$ cat config.mk
export PLATFORM = sky130hd
export DESIGN_NAME = repl_ctrl_flat
export DESIGN_NICKNAME = d
export VERILOG_FILES = /design/src/rtl/repl_ctrl_if.sv /design/src/rtl/repl_ctrl.sv /design/src/flat_wrapper.sv
export SDC_FILE = /design/constraint.sdc
export NUM_CORES = 1
export LEC_CHECK = 0
export CORE_UTILIZATION = 60
export CTS_BUF_LIST = sky130_fd_sc_hd__clkbuf_16
export DETAILED_ROUTE_END_ITERATION = 10
export DONT_BUFFER_PORTS = 1
export HOLD_SLACK_MARGIN = 0.03
export PLACE_DENSITY_LB_ADDON = 0.2
export RECOVER_POWER = 25
export SETUP_SLACK_MARGIN = 0.02
export SYNTH_ARGS = -nofsm -noshare
export SYNTH_HDL_FRONTEND = slang
export SYNTH_SLANG_ARGS = --single-unit
export TNS_END_PERCENT = 50
$ cat constraint.sdc
create_clock -name clk -period 3.1 [get_ports clk]
set_input_delay 0.62 -clock clk [delete_from_list [all_inputs] [get_ports clk]]
set_output_delay 0.62 -clock clk [all_outputs]
set_load 0.02 [all_outputs]
$ cat src/rtl/repl_ctrl_if.sv
// ============================================================================
// Module : repl_ctrl_if
// Brief  : Lookup-result, victim-offer, fill and LRU-array signals of repl_ctrl.
// Rev    : 1.0  initial release
// ============================================================================
`default_nettype none

interface repl_ctrl_if #(
    parameter int ASSOC      = 8,
    parameter int INDEX_SIZE = 7
);
    localparam int WAY_W = $clog2(ASSOC);

    logic                  req_valid;
    logic                  req_ready;
    logic [INDEX_SIZE-1:0] req_index;
    logic                  req_hit;
    logic [WAY_W-1:0]      req_way;
    logic                  victim_valid;
    logic                  victim_ready;
    logic [INDEX_SIZE-1:0] victim_index;
    logic [WAY_W-1:0]      victim_way;
    logic                  fill_done;
    logic [1:0]            lru_replace;
    logic [INDEX_SIZE-1:0] lru_index;
    logic [WAY_W-1:0]      lru_assoc;
    logic [WAY_W-1:0]      lru_victim;

    // Environment side: lookup pipeline, fill logic and LRU array.
    modport master (
        output req_valid, req_index, req_hit, req_way,
        output victim_ready, fill_done, lru_victim,
        input  req_ready, victim_valid, victim_index, victim_way,
        input  lru_replace, lru_index, lru_assoc
    );

    // Replacement controller side.
    modport slave (
        input  req_valid, req_index, req_hit, req_way,
        input  victim_ready, fill_done, lru_victim,
        output req_ready, victim_valid, victim_index, victim_way,
        output lru_replace, lru_index, lru_assoc
    );
endinterface

`default_nettype wire

$ cat src/rtl/repl_ctrl.sv
// ============================================================================
// Module : repl_ctrl
// Brief  : Cache replacement controller sequencing LRU touch, victim offer and
//          fill. Optional hit/miss statistics under REPL_CTRL_STATS_EN.
// Rev    : 1.0  initial release
// ============================================================================
`default_nettype none

module repl_ctrl #(
    parameter int ASSOC      = 8,
    parameter int INDEX_SIZE = 7,
    parameter int CNT_W      = 16
) (
    input  logic       clk,
    input  logic       rst,
    repl_ctrl_if.slave bus
`ifdef REPL_CTRL_STATS_EN
    ,
    output logic [CNT_W-1:0] hit_cnt,
    output logic [CNT_W-1:0] miss_cnt
`endif
);
    localparam int WAY_W = $clog2(ASSOC);

    typedef enum logic [2:0] {
        ST_INIT   = 3'd0,
        ST_IDLE   = 3'd1,
        ST_TOUCH  = 3'd2,
        ST_SELECT = 3'd3,
        ST_OFFER  = 3'd4,
        ST_FILL   = 3'd5
    } state_t;

    state_t                r_state;
    state_t                w_next;
    logic [INDEX_SIZE-1:0] r_index;
    logic [WAY_W-1:0]      r_way;
    logic [WAY_W-1:0]      r_victim_way;
    logic                  w_accept;
    logic [1:0]            w_lru_replace;

    generate
        if (ASSOC < 2 || (ASSOC & (ASSOC - 1)) != 0 || CNT_W < 1 || INDEX_SIZE < 1) begin : g_cfg_bad
            $error("repl_ctrl: ASSOC must be a power of 2 >= 2; CNT_W and INDEX_SIZE >= 1");
        end
    endgenerate

    assign w_accept = (r_state == ST_IDLE) && bus.req_valid;

    always_ff @(posedge clk or posedge rst) begin
        if (rst) begin
            r_state <= ST_INIT;
        end else begin
            r_state <= w_next;
        end
    end

    always_comb begin
        w_next        = r_state;
        w_lru_replace = 2'b11;
        unique case (r_state)
            ST_INIT: begin
                w_lru_replace = 2'b00;
                w_next        = ST_IDLE;
            end
            ST_IDLE: begin
                if (bus.req_valid) begin
                    w_next = bus.req_hit ? ST_TOUCH : ST_SELECT;
                end
            end
            ST_TOUCH: begin
                w_lru_replace = 2'b01;
                w_next        = ST_IDLE;
            end
            ST_SELECT: w_next = ST_OFFER;
            ST_OFFER: begin
                if (bus.victim_ready) begin
                    w_next = ST_FILL;
                end
            end
            ST_FILL: begin
                if (bus.fill_done) begin
                    w_next = ST_TOUCH;
                end
            end
            default: begin
                w_lru_replace = 2'b00;
                w_next        = ST_INIT;
            end
        endcase
    end

    // r_way doubles as the touch target: hit way, or the victim once a miss is selected.
    always_ff @(posedge clk or posedge rst) begin
        if (rst) begin
            r_index      <= '0;
            r_way        <= '0;
            r_victim_way <= '0;
        end else begin
            if (w_accept) begin
                r_index <= bus.req_index;
                if (bus.req_hit) begin
                    r_way <= bus.req_way;
                end
            end
            if (r_state == ST_SELECT) begin
                r_victim_way <= bus.lru_victim;
                r_way        <= bus.lru_victim;
            end
        end
    end

    assign bus.req_ready    = (r_state == ST_IDLE);
    assign bus.victim_valid = (r_state == ST_OFFER);
    assign bus.victim_index = r_index;
    assign bus.victim_way   = r_victim_way;
    assign bus.lru_replace  = w_lru_replace;
    assign bus.lru_index    = r_index;
    assign bus.lru_assoc    = r_way;

`ifdef REPL_CTRL_STATS_EN
    always_ff @(posedge clk or posedge rst) begin
        if (rst) begin
            hit_cnt  <= '0;
            miss_cnt <= '0;
        end else if (w_accept) begin
            if (bus.req_hit) begin
                if (hit_cnt != {CNT_W{1'b1}}) begin
                    hit_cnt <= hit_cnt + 1'b1;
                end
            end else begin
                if (miss_cnt != {CNT_W{1'b1}}) begin
                    miss_cnt <= miss_cnt + 1'b1;
                end
            end
        end
    end
`endif

endmodule

`default_nettype wire

$ cat src/flat_wrapper.sv
// flat-port wrapper written by rule: the top's interface ports become plain ports
module repl_ctrl_flat 
#(
    parameter int ASSOC      = 8,
    parameter int INDEX_SIZE = 7,
    parameter int CNT_W      = 16
)
  (clk, rst, bus_req_valid, bus_req_index, bus_req_hit, bus_req_way, bus_victim_ready, bus_fill_done, bus_lru_victim, bus_req_ready, bus_victim_valid, bus_victim_index, bus_victim_way, bus_lru_replace, bus_lru_index, bus_lru_assoc);
  repl_ctrl_if #(.ASSOC(ASSOC), .INDEX_SIZE(INDEX_SIZE)) bus_i ();
  input  logic clk;
  input  logic rst;
  input wire logic [$bits(bus_i.req_valid)-1:0] bus_req_valid;
  input wire logic [$bits(bus_i.req_index)-1:0] bus_req_index;
  input wire logic [$bits(bus_i.req_hit)-1:0] bus_req_hit;
  input wire logic [$bits(bus_i.req_way)-1:0] bus_req_way;
  input wire logic [$bits(bus_i.victim_ready)-1:0] bus_victim_ready;
  input wire logic [$bits(bus_i.fill_done)-1:0] bus_fill_done;
  input wire logic [$bits(bus_i.lru_victim)-1:0] bus_lru_victim;
  output wire logic [$bits(bus_i.req_ready)-1:0] bus_req_ready;
  output wire logic [$bits(bus_i.victim_valid)-1:0] bus_victim_valid;
  output wire logic [$bits(bus_i.victim_index)-1:0] bus_victim_index;
  output wire logic [$bits(bus_i.victim_way)-1:0] bus_victim_way;
  output wire logic [$bits(bus_i.lru_replace)-1:0] bus_lru_replace;
  output wire logic [$bits(bus_i.lru_index)-1:0] bus_lru_index;
  output wire logic [$bits(bus_i.lru_assoc)-1:0] bus_lru_assoc;
  assign bus_i.req_valid = bus_req_valid;
  assign bus_i.req_index = bus_req_index;
  assign bus_i.req_hit = bus_req_hit;
  assign bus_i.req_way = bus_req_way;
  assign bus_i.victim_ready = bus_victim_ready;
  assign bus_i.fill_done = bus_fill_done;
  assign bus_i.lru_victim = bus_lru_victim;
  assign bus_req_ready = bus_i.req_ready;
  assign bus_victim_valid = bus_i.victim_valid;
  assign bus_victim_index = bus_i.victim_index;
  assign bus_victim_way = bus_i.victim_way;
  assign bus_lru_replace = bus_i.lru_replace;
  assign bus_lru_index = bus_i.lru_index;
  assign bus_lru_assoc = bus_i.lru_assoc;
  repl_ctrl #(.ASSOC(ASSOC), .INDEX_SIZE(INDEX_SIZE), .CNT_W(CNT_W)) u_core (.clk(clk), .rst(rst), .bus(bus_i));
endmodule
# After elaboration in Yosys (flattened, before gate mapping)
# Cells that the tools add are included.
# totals
register_bits,16
out_inout_bits,24
elab_cells,29
# op_classes
n_eq_ne,8
n_mux,9
reduce_logical,8
# ops
op,n
3-bit two-way mux,6
3-bit one-hot mux with 5 select lines,1
3-bit by 2-bit == test with 1-bit output (second input constant),2
3-bit == test (second input constant),2
2-bit != test (second input constant),3
2-bit one-hot mux with 2 select lines,1
2-bit nonzero test,2
4-bit OR reduction,1
3-bit by 1-bit == test with 1-bit output (second input constant),1
3-bit zero test,1
3-bit AND reduction,1
2-bit AND reduction,1
2-bit OR reduction,1
1-bit logical AND,1
1-bit two-way mux,1

# Logic depth before layout (Yosys ltp)
# Gate-level depths: netlist (run 1).
# logic_depth
ltp_word,4
depth_mapped,5
ltp_nobuf,3

# Least setup slack after synthesis (run 1)
# No wires, ideal clock.
# synth_path
path_kind,register to output
startpoint,register u_core.r_state[2]
endpoint,output port bus_victim_valid
arrival_time_ps,1105
setup_slack_ps,1375
path_stages_with_launch,3
n_path_buf,1
cell_sequence,dfrtp_1 > buf_2 > nor3b_1
# synth_between
elab_chain_cells,1
# synth_rtl
item,line,text
start: declaration,repl_ctrl.sv:34,state_t r_state;
start signal: assignment,repl_ctrl.sv:54,r_state <= w_next;
3-bit == test,repl_ctrl.sv:114,assign bus.victim_valid = (r_state == ST_OFFER);
end: declaration,flat_wrapper.sv:20,output wire logic [$bits(bus_i.victim_valid)-1:0] bus_victim_valid;
# Every way passes these cells.

# Worst setup path in the final report (run 1)
# Ends and elaborated chain as after synthesis.

==> impl_metrics.yaml, run 1 <==
floorplanning:
  die_h_um: 38.36
  design.die.area_um2: 1471
  ios: 43
  rows: 12
  placeableCoreArea_um2: 1171
  floorplan.die.width_um: 38.36
  start_util: 0.6774
cells_and_area:
  filler_cell_count: 78
  layout.cells.most_common: "sky130_fd_sc_hd__dfrtp_1"
  post-route-cell-area_um2: 804.5
  area_growth_pct: 1.420
  antenna-diode-count: 0
  most_used_cells_in_the_layout_excluding_fill_and_tap_cells: "sky130_fd_sc_hd__dfrtp_1, sky130_fd_sc_hd__mux2_2, sky130_fd_sc_hd__inv_1, sky130_fd_sc_hd__nor2_1"
  drive_above_1_share: 0.2000
  design.final.nets: 80
  layout.core_utilization: 0.6870
clock_network:
  max-clock-path-buffers: 2
  clock-sinks: 16
  cts_inserted_buffers: 3
  root_buffer: "sky130_fd_sc_hd__clkbuf_16"
  clock_transition_at_the_register_clock_pins_on_the_worst_setup_and_hold_paths_after_cts_ps: 50
  insertion_delay_ps: 240
  post_cts_buffers: 0
  count_of_hold_buffers_inserted_by_post_cts_repair: 0
  clock_tree_from_tritoncts: "built"
  htree_num_levels: 1
  ctsResizeCount: 0
drt:
  initialDrtViolationCount: 4
  wirelength_um: 1181
  drt-vias-per-instance: 6.311
  via_count: 467
  avgRoutedWirePerCell_um: 15.96
  route.antenna.remaining_nets: 0
  firstDrtPassIters: 4
  drc: 0
setup_path:
  required_ps: 2480
  cell_chain_of_the_critical_path: "nor3b_1"
  worstSetupEndpointType: "primary output"
  crit_path_top_delay_cell: "sky130_fd_sc_hd__nor3b_1"
  cp_num_buf_inv: 0
  critPathMaxStageDelay_ps: 600
  timing.critical_path.fanout_max: 11
  worst_setup_path_start_kind: "flop"
  worstPathArrival_ps: 1400
  critical_path_class: "flop to primary output"
  timing.critical_path.max_delay_family: "simple AND/OR/NAND/NOR gates"
logic_synthesis:
  synth-warning-count: 0
  synthCells: 67
  synth.lib_cells_used.distinct: 20
  mappedNetlistNets: 86
  post_synth_instance_area_um2: 793.3
  synth.avg_cell_area_um2: 11.84
  synth_top_cell_area_share: 0.5047
  synth_area_leaders: "sky130_fd_sc_hd__dfrtp_1, sky130_fd_sc_hd__mux2_2, sky130_fd_sc_hd__buf_4"
  cell_type_with_the_highest_aggregate_area_in_the_netlist: "sky130_fd_sc_hd__dfrtp_1"
  fraction_of_the_yosys_area_taken_by_sequential_cells: 0.5047
  synth_seq_cells: 16
global_route:
  grt_first_pass_wirelength_um: 1849
  grt_use_total: 0.1903
  antenna_violations_before_repair: 0
  grt_remaining_overflow: 0
  first_global_vias: 426
  grt_start_max_net_pins: 17
timing:
  max_freq_mhz: 495.4
  worst-slew-pin-transition_ps: 727.3
  finalHoldWorstSlack_ps: 329.2
  finalClockSkew_ps: 2.724
  timing.final.max_slew_violations: 0
  rsz0062_at_grt: "false"
  report.final.hold_viol_count: 0
  setup-violations-final: 0
  post-route-period-util: 0.6511
  min_period_ps: 2018
  timing.setup.tns_ps: 0
  timing.max_slew.rel_slack: 0.5144
run_status:
  outcome: "complete, no violations"
placement:
  gp_congestion: 0.6279
  placedInstanceArea_um2: 725.7
  place.detailed.hpwl_um: 852.1
  port_buffers: 0
job:
  maxCapViolations: 0
power_and_ir_drop:
  worst_vdd_drop_mv: 0.7400
  pwrdens_nw_per_um2: 1366
  leakage_nw: 0.3877
min_path:
  worstHoldPathType: "primary input to async pin"
==> logic make-up after synthesis <==
family / share of synthesized area
simple gates: 0.1419
buf+inv: 0.1262
mux: 0.1246
flops: 0.5047
compound gates: 0.1025
==> report_power, final <==
part           switching, mW  leakage (nW)  internal, mW
Clock                 0.0745        0.0385         0.171
Combinational          0.123         0.156         0.138
Sequential             0.282         0.193         0.310
Total                  0.480         0.388         0.619
==> metal layers <==
metal	vias up	routed length [um]	part of all wire	track usage
li1	213	-	-	-
met1	224	544	0.46	0.2462
met2	28	514	0.44	0.2712
met3	2	111	0.094	0.09302
met4	0	10	0.0085	0.07759
met5	-	0	0	0
==> layout make-up <==
cell class              count  area (um^2)  share of cell area
clock buffers               3        75.07             0.09331
clock inverters             1        3.754            0.004666
well taps                  14        17.52             0.02177
multi-input cells          36        292.8              0.3639
flip-flops and latches     16        400.4              0.4977
inverters                   4        15.01             0.01866
==> registers in the layout, indices dropped and copies added (netlist names) <==
register and flops:
u_core.bus.victim_way 3, u_core.bus.lru_assoc 3, u_core.bus.lru_index 7, u_core.r_state 3
==> cells in the mapped netlist <==
master,count
sky130_fd_sc_hd__mux2_2,7
sky130_fd_sc_hd__nand3b_1,1
sky130_fd_sc_hd__nor2_1,4
sky130_fd_sc_hd__nor4bb_4,1
sky130_fd_sc_hd__dfrtp_1,16
sky130_fd_sc_hd__mux2i_1,2
sky130_fd_sc_hd__and3_1,3
sky130_fd_sc_hd__buf_4,7
sky130_fd_sc_hd__buf_2,2
sky130_fd_sc_hd__o22ai_1,1
sky130_fd_sc_hd__nand2_1,2
sky130_fd_sc_hd__buf_6,2
sky130_fd_sc_hd__nor3_1,1
sky130_fd_sc_hd__a21o_1,3
sky130_fd_sc_hd__nor3b_1,3
sky130_fd_sc_hd__a311o_1,3
sky130_fd_sc_hd__a21oi_1,3
sky130_fd_sc_hd__inv_1,4
sky130_fd_sc_hd__nand2_4,1
sky130_fd_sc_hd__o21a_1,1
==> final timing paths <==
check | from | to | slack (ps) | cells after the start
setup reg to reg | u_core.r_state[2]$_DFFE_PP0P_ | u_core.bus.lru_assoc[0]$_DFFE_PP0P_ | 1280 | 3
max in group asynchronous | rst | u_core.bus.lru_assoc[0]$_DFFE_PP0P_ | 2390 | 1
hold reg to reg | u_core.bus.victim_way[0]$_DFFE_PP0P_ | u_core.bus.victim_way[0]$_DFFE_PP0P_ | 630 | 1
min in group clk | bus_req_index[4] | u_core.bus.lru_index[4]$_DFFE_PP0P_ | 530 | 1
hold / removal | rst | u_core.r_state[2]$_DFFE_PP0P_ | 330 | 1
setup / recovery | u_core.r_state[2]$_DFFE_PP0P_ | bus_victim_valid | 1080 | 1
==> per-stage QoR <==
| stage | instances | power [mW] | worst slack [ps] |
|---|---|---|---|
| finish | 74 | 1.099 | 1082 |
| global route | 74 | 1.161 | 1031 |
| CTS | 74 | 1.111 | 1074 |
| detailed placement | 70 | 0.8611 | 1200 |
| global placement | 70 | 0.8509 | 1231 |
| floorplan | 67 | 0.9088 | 1375 |
(Power assumes the default switching activity.)
==> run 2, diff against run 1 <==
CORE_UTILIZATION = 59   (was 60)
clock period = 2 ns   (was 3.1 ns; I/O delays follow)
==> impl_metrics.yaml, run 2 (synthesis results as in run 1) <==
run_status:
  outcome: "complete, no violations"
setup_path:
  timing.reg2reg.worst_path_depth: 4
  timing.critical_path.fanout_max: 11
  worstPathArrival_ps: 1310
  cell_chain_of_the_critical_path: "nor3_1 -> a21oi_1"
  required_ps: 1600
  worst_setup_path_start_kind: "flop"
  crit_path_top_delay_cell: "sky130_fd_sc_hd__dfrtp_1"
  worstSetupEndpointType: "primary output"
  critPathMaxStageDelay_ps: 550
  critical_path_class: "flop to primary output"
placement:
  placedInstanceArea_um2: 748.2
  place.detailed.hpwl_um: 866.6
  port_buffers: 0
  gp_congestion: 0.6296
clock_network:
  clock_tree_from_tritoncts: "built"
  clock_transition_at_the_register_clock_pins_on_the_worst_setup_and_hold_paths_after_cts_ps: 50
  cts_inserted_buffers: 3
  count_of_hold_buffers_inserted_by_post_cts_repair: 0
  max-clock-path-buffers: 2
  clock-sinks: 16
  insertion_delay_ps: 240
  htree_num_levels: 1
  post_cts_buffers: 0
  root_buffer: "sky130_fd_sc_hd__clkbuf_16"
  ctsResizeCount: 0
drt:
  initialDrtViolationCount: 4
  avgRoutedWirePerCell_um: 16.42
  wirelength_um: 1264
  firstDrtPassIters: 4
  drc: 0
  route.antenna.remaining_nets: 0
  drt-vias-per-instance: 6.169
  via_count: 475
cells_and_area:
  area_growth_pct: 4.259
  most_used_cells_in_the_layout_excluding_fill_and_tap_cells: "sky130_fd_sc_hd__dfrtp_1, sky130_fd_sc_hd__mux2_2, sky130_fd_sc_hd__inv_1, sky130_fd_sc_hd__nor2_1"
  post-route-cell-area_um2: 827.0
  filler_cell_count: 100
  largest_register_ffs: 7
  layout.cells.most_common: "sky130_fd_sc_hd__dfrtp_1"
  antenna-diode-count: 0
  design.final.nets: 83
  drive_above_1_share: 0.2381
floorplanning:
  rows: 12
  ios: 43
  start_util: 0.6774
  floorplan.die.width_um: 38.67
  design.die.area_um2: 1495
  die_h_um: 38.67
  placeableCoreArea_um2: 1171
global_route:
  antenna_violations_before_repair: 0
  gr-usage-met3: 0.1214
  grt_use_total: 0.1924
  met1_usage: 0.2214
  grt.busiest_layer: "met2"
  grt_remaining_overflow: 0
  grt_first_pass_wirelength_um: 1842
  grt_start_max_net_pins: 17
  first_global_vias: 416
  met2_usage: 0.2833
timing:
  post-route-period-util: 0.8536
  setup-violations-final: 0
  rsz0062_at_grt: "false"
  timing.max_slew.rel_slack: 0.6042
  max_freq_mhz: 585.8
  finalClockSkew_ps: 1.631
  finalHoldWorstSlack_ps: 111.0
  report.final.hold_viol_count: 0
  min_period_ps: 1707
  worst-slew-pin-transition_ps: 593.1
  timing.setup.tns_ps: 0
  timing.final.max_slew_violations: 0
power_and_ir_drop:
  leakage_nw: 0.4033
  pwrdens_nw_per_um2: 2111
  worst_vdd_drop_mv: 1.265
min_path:
  worstHoldPathType: "primary input to async pin"
job:
  maxCapViolations: 0
==> run 2: metrics by stage <==
step	power, mW	utilization	setup slack, ps	instances
2_1_floorplan	1.409	-	494.7	67
3_3_place_gp	1.356	0.6389	468.0	73
3_5_place_dp	1.375	0.6389	425.1	73
4_1_cts	1.763	0.7062	297.3	77
5_1_grt	1.843	0.7062	232.2	77
6_report	1.746	0.7062	292.8	77
==> run 2: worst paths after layout <==
path	slack, ps	startpoint	to
setup / recovery	290	u_core.r_state[2]$_DFFE_PP0P_	bus_lru_replace[0]
min in group clk	310	bus_req_index[4]	u_core.bus.lru_index[4]$_DFFE_PP0P_
hold / removal	110	rst	u_core.r_state[0]$_DFFE_PP0P_
setup reg to reg	420	u_core.r_state[2]$_DFFE_PP0P_	u_core.bus.lru_assoc[2]$_DFFE_PP0P_
max in group asynchronous	1500	rst	u_core.bus.lru_index[0]$_DFFE_PP0P_
hold reg to reg	620	u_core.bus.victim_way[0]$_DFFE_PP0P_	u_core.bus.victim_way[0]$_DFFE_PP0P_
==> run 2: final cells by class <==
type / instances / area (um^2) / share of cell area
repair buffers: 3 / 22.52 / 0.02723
inverters: 4 / 15.01 / 0.01815
clock buffers: 3 / 75.07 / 0.09077
clock inverters: 1 / 3.754 / 0.004539
flip-flops and latches: 16 / 400.4 / 0.4841
well taps: 14 / 17.52 / 0.02118
multi-input cells: 36 / 292.8 / 0.3540
==> run 2: where the power goes <==
group / total [mW] / internal [mW] / switching, mW
registers: 0.917 / 0.481 / 0.437
logic: 0.448 / 0.243 / 0.205
clock network: 0.380 / 0.265 / 0.116
total: 1.75 / 0.989 / 0.757
==> run 2: routing by layer <==
metal	routed length (um)	up-vias
li1	-	216
met1	509	232
met2	602	27
met3	151	0
met4	0	0
met5	0	-
==> run 2: critical path, delay by kind of cell (launching register included) <==
family             cells  cell delay, ps
DFF                    1             550
AOI/OAI and AO/OA      1             410
and+or+nand+nor        1             100
==> run 3, diff against run 2 <==
CORE_UTILIZATION = 53   (was 59)
clock period = 1.49 ns   (was 2 ns; I/O delays follow)
==> impl_metrics.yaml, run 3 (synthesis results as in run 1) <==
run_status:
  outcome: "complete, but fails checks"
  violations: "setup timing"
placement:
  placement.setup.worst_slack_ps: 50.99
  port_buffers: 0
  placedInstanceArea_um2: 794.5
  place.detailed.hpwl_um: 921.7
  gp_congestion: 0.7046
setup_path:
  required_ps: 1190
  critPathMaxStageDelay_ps: 430
  worstPathArrival_ps: 1220
  cp_num_buf_inv: 2
  crit_path_top_delay_cell: "sky130_fd_sc_hd__dfrtp_2"
  critical_path_class: "flop to primary output"
  timing.critical_path.fanout_max: 5
  worstSetupEndpointType: "primary output"
  timing.critical_path.max_delay_family: "flip-flops"
  cell_chain_of_the_critical_path: "buf_6 -> nor3_2 -> a21oi_1 -> buf_4"
  worst_setup_path_start_kind: "flop"
cells_and_area:
  antenna-diode-count: 0
  layout.cells.most_common: "sky130_fd_sc_hd__dfrtp_1"
  drive_above_1_share: 0.3919
  area_growth_pct: 19.56
  design.final.nets: 94
  most_used_cells_in_the_layout_excluding_fill_and_tap_cells: "sky130_fd_sc_hd__dfrtp_1, sky130_fd_sc_hd__buf_4, sky130_fd_sc_hd__mux2_2"
  post-route-cell-area_um2: 948.4
  largest_register_ffs: 7
drt:
  drt-vias-per-instance: 5.753
  drc: 0
  initialDrtViolationCount: 11
  via_count: 512
  firstDrtPassIters: 3
  wirelength_um: 1423
  avgRoutedWirePerCell_um: 15.99
  route.antenna.remaining_nets: 0
clock_network:
  htree_num_levels: 1
  max-clock-path-buffers: 2
  root_buffer: "sky130_fd_sc_hd__clkbuf_16"
  clock-sinks: 16
  clock_tree_from_tritoncts: "built"
  insertion_delay_ps: 250
  cts_inserted_buffers: 3
  clock_transition_at_the_register_clock_pins_on_the_worst_setup_and_hold_paths_after_cts_ps: 40
power_and_ir_drop:
  leakage_nw: 0.4652
  pwrdens_nw_per_um2: 2746
  worst_vdd_drop_mv: 1.256
timing:
  report.final.hold_viol_count: 0
  rsz0062_at_grt: "true"
  setup-violations-final: 1
  finalClockSkew_ps: 4.958
  timing.setup.tns_ps: -23.68
  max_freq_mhz: 660.6
  post-route-period-util: 1.016
  timing.max_slew.rel_slack: 0.6172
  min_period_ps: 1514
  timing.final.max_slew_violations: 0
  worst-slew-pin-transition_ps: 573.6
  timing.final.ws_setup_ps: -23.68
min_path:
  worstHoldPathType: "primary input to flop"
floorplanning:
  rows: 13
  design.die.area_um2: 1655
  die_h_um: 40.69
  placeableCoreArea_um2: 1350
  floorplan.die.width_um: 40.69
  ios: 43
  start_util: 0.5876
global_route:
  first_global_vias: 453
  grt_start_max_net_pins: 17
  antenna_violations_before_repair: 0
  grt_first_pass_wirelength_um: 1918
  grt_use_total: 0.1881
  grt_remaining_overflow: 0
job:
  maxCapViolations: 0
run 3: layout make-up:
| cell class | count | area, um^2 |
|---|---|---|
| multi-input cells | 36 | 314.1 |
| well taps | 15 | 18.77 |
| inverters | 4 | 15.01 |
| clock inverters | 1 | 3.754 |
| clock buffers | 3 | 75.07 |
| flip-flops and latches | 16 | 401.6 |
| fillers | 100 | 401.6 |
| repair buffers | 14 | 120.1 |
run 3: path summary, 6_finish.rpt:
check / from / endpoint / slack [ps] / cells after the start
worst max-delay path: u_core.r_state[2]$_DFFE_PP0P_ / bus_lru_replace[0] / -20 / 4
worst min register to register: u_core.bus.victim_way[0]$_DFFE_PP0P_ / u_core.bus.victim_way[0]$_DFFE_PP0P_ / 620 / 1
worst min-delay path: bus_req_index[4] / u_core.bus.lru_index[4]$_DFFE_PP0P_ / 210 / 1
min in group asynchronous: rst / u_core.r_state[1]$_DFFE_PP0P_ / 550 / 2
max in group asynchronous: rst / u_core.r_state[2]$_DFFE_PP0P_ / 520 / 2
worst max register to register: u_core.r_state[2]$_DFFE_PP0P_ / u_core.bus.lru_assoc[1]$_DFFE_PP0P_ / 60 / 3
run 3: what timing repair did:
item | CTS | global route
resized for setup | 4 | 5
pin swaps | 0 | 4
buffers inserted | 0 | 3
hold buffers | 1 | 0
gates cloned | 0 | 1
endpoints found under the hold margin | 7 | 0
setup endpoints to repair | 3 | 7
run 3: routing by layer:
metal  global-route usage  part of all wire  vias up
met5                    0                 0        -
met4               0.1583             0.034        0
met3              0.05978             0.063        5
met2               0.3016              0.49       26
met1               0.1986              0.41      243
li1                     -                 -      238
run 3: power breakdown:
part / switching, mW / internal, mW
Sequential: 0.527 / 0.649
Combinational: 0.407 / 0.509
Clock: 0.158 / 0.355
run 3: worst register-to-register path, delay by kind of cell, from the launching register on:
| kind | cells | cell delay, ps |
|---|---|---|
| DFF | 1 | 430 |
| AOI/OAI and AO/OA | 1 | 400 |
| and+or+nand+nor | 1 | 340 |
| buffers and inverters | 1 | 140 |
run 3: through the flow:
stage	power [mW]	std cells	hold WS (ps)	utilization
2_1_floorplan	1.891	67	211.7	-
3_3_place_gp	1.935	80	287.5	0.5885
3_5_place_dp	1.956	80	287.9	0.5885
4_1_cts	2.516	85	200.9	0.6682
5_1_grt	2.754	89	201.2	0.7025
6_report	2.604	89	206.0	0.7025
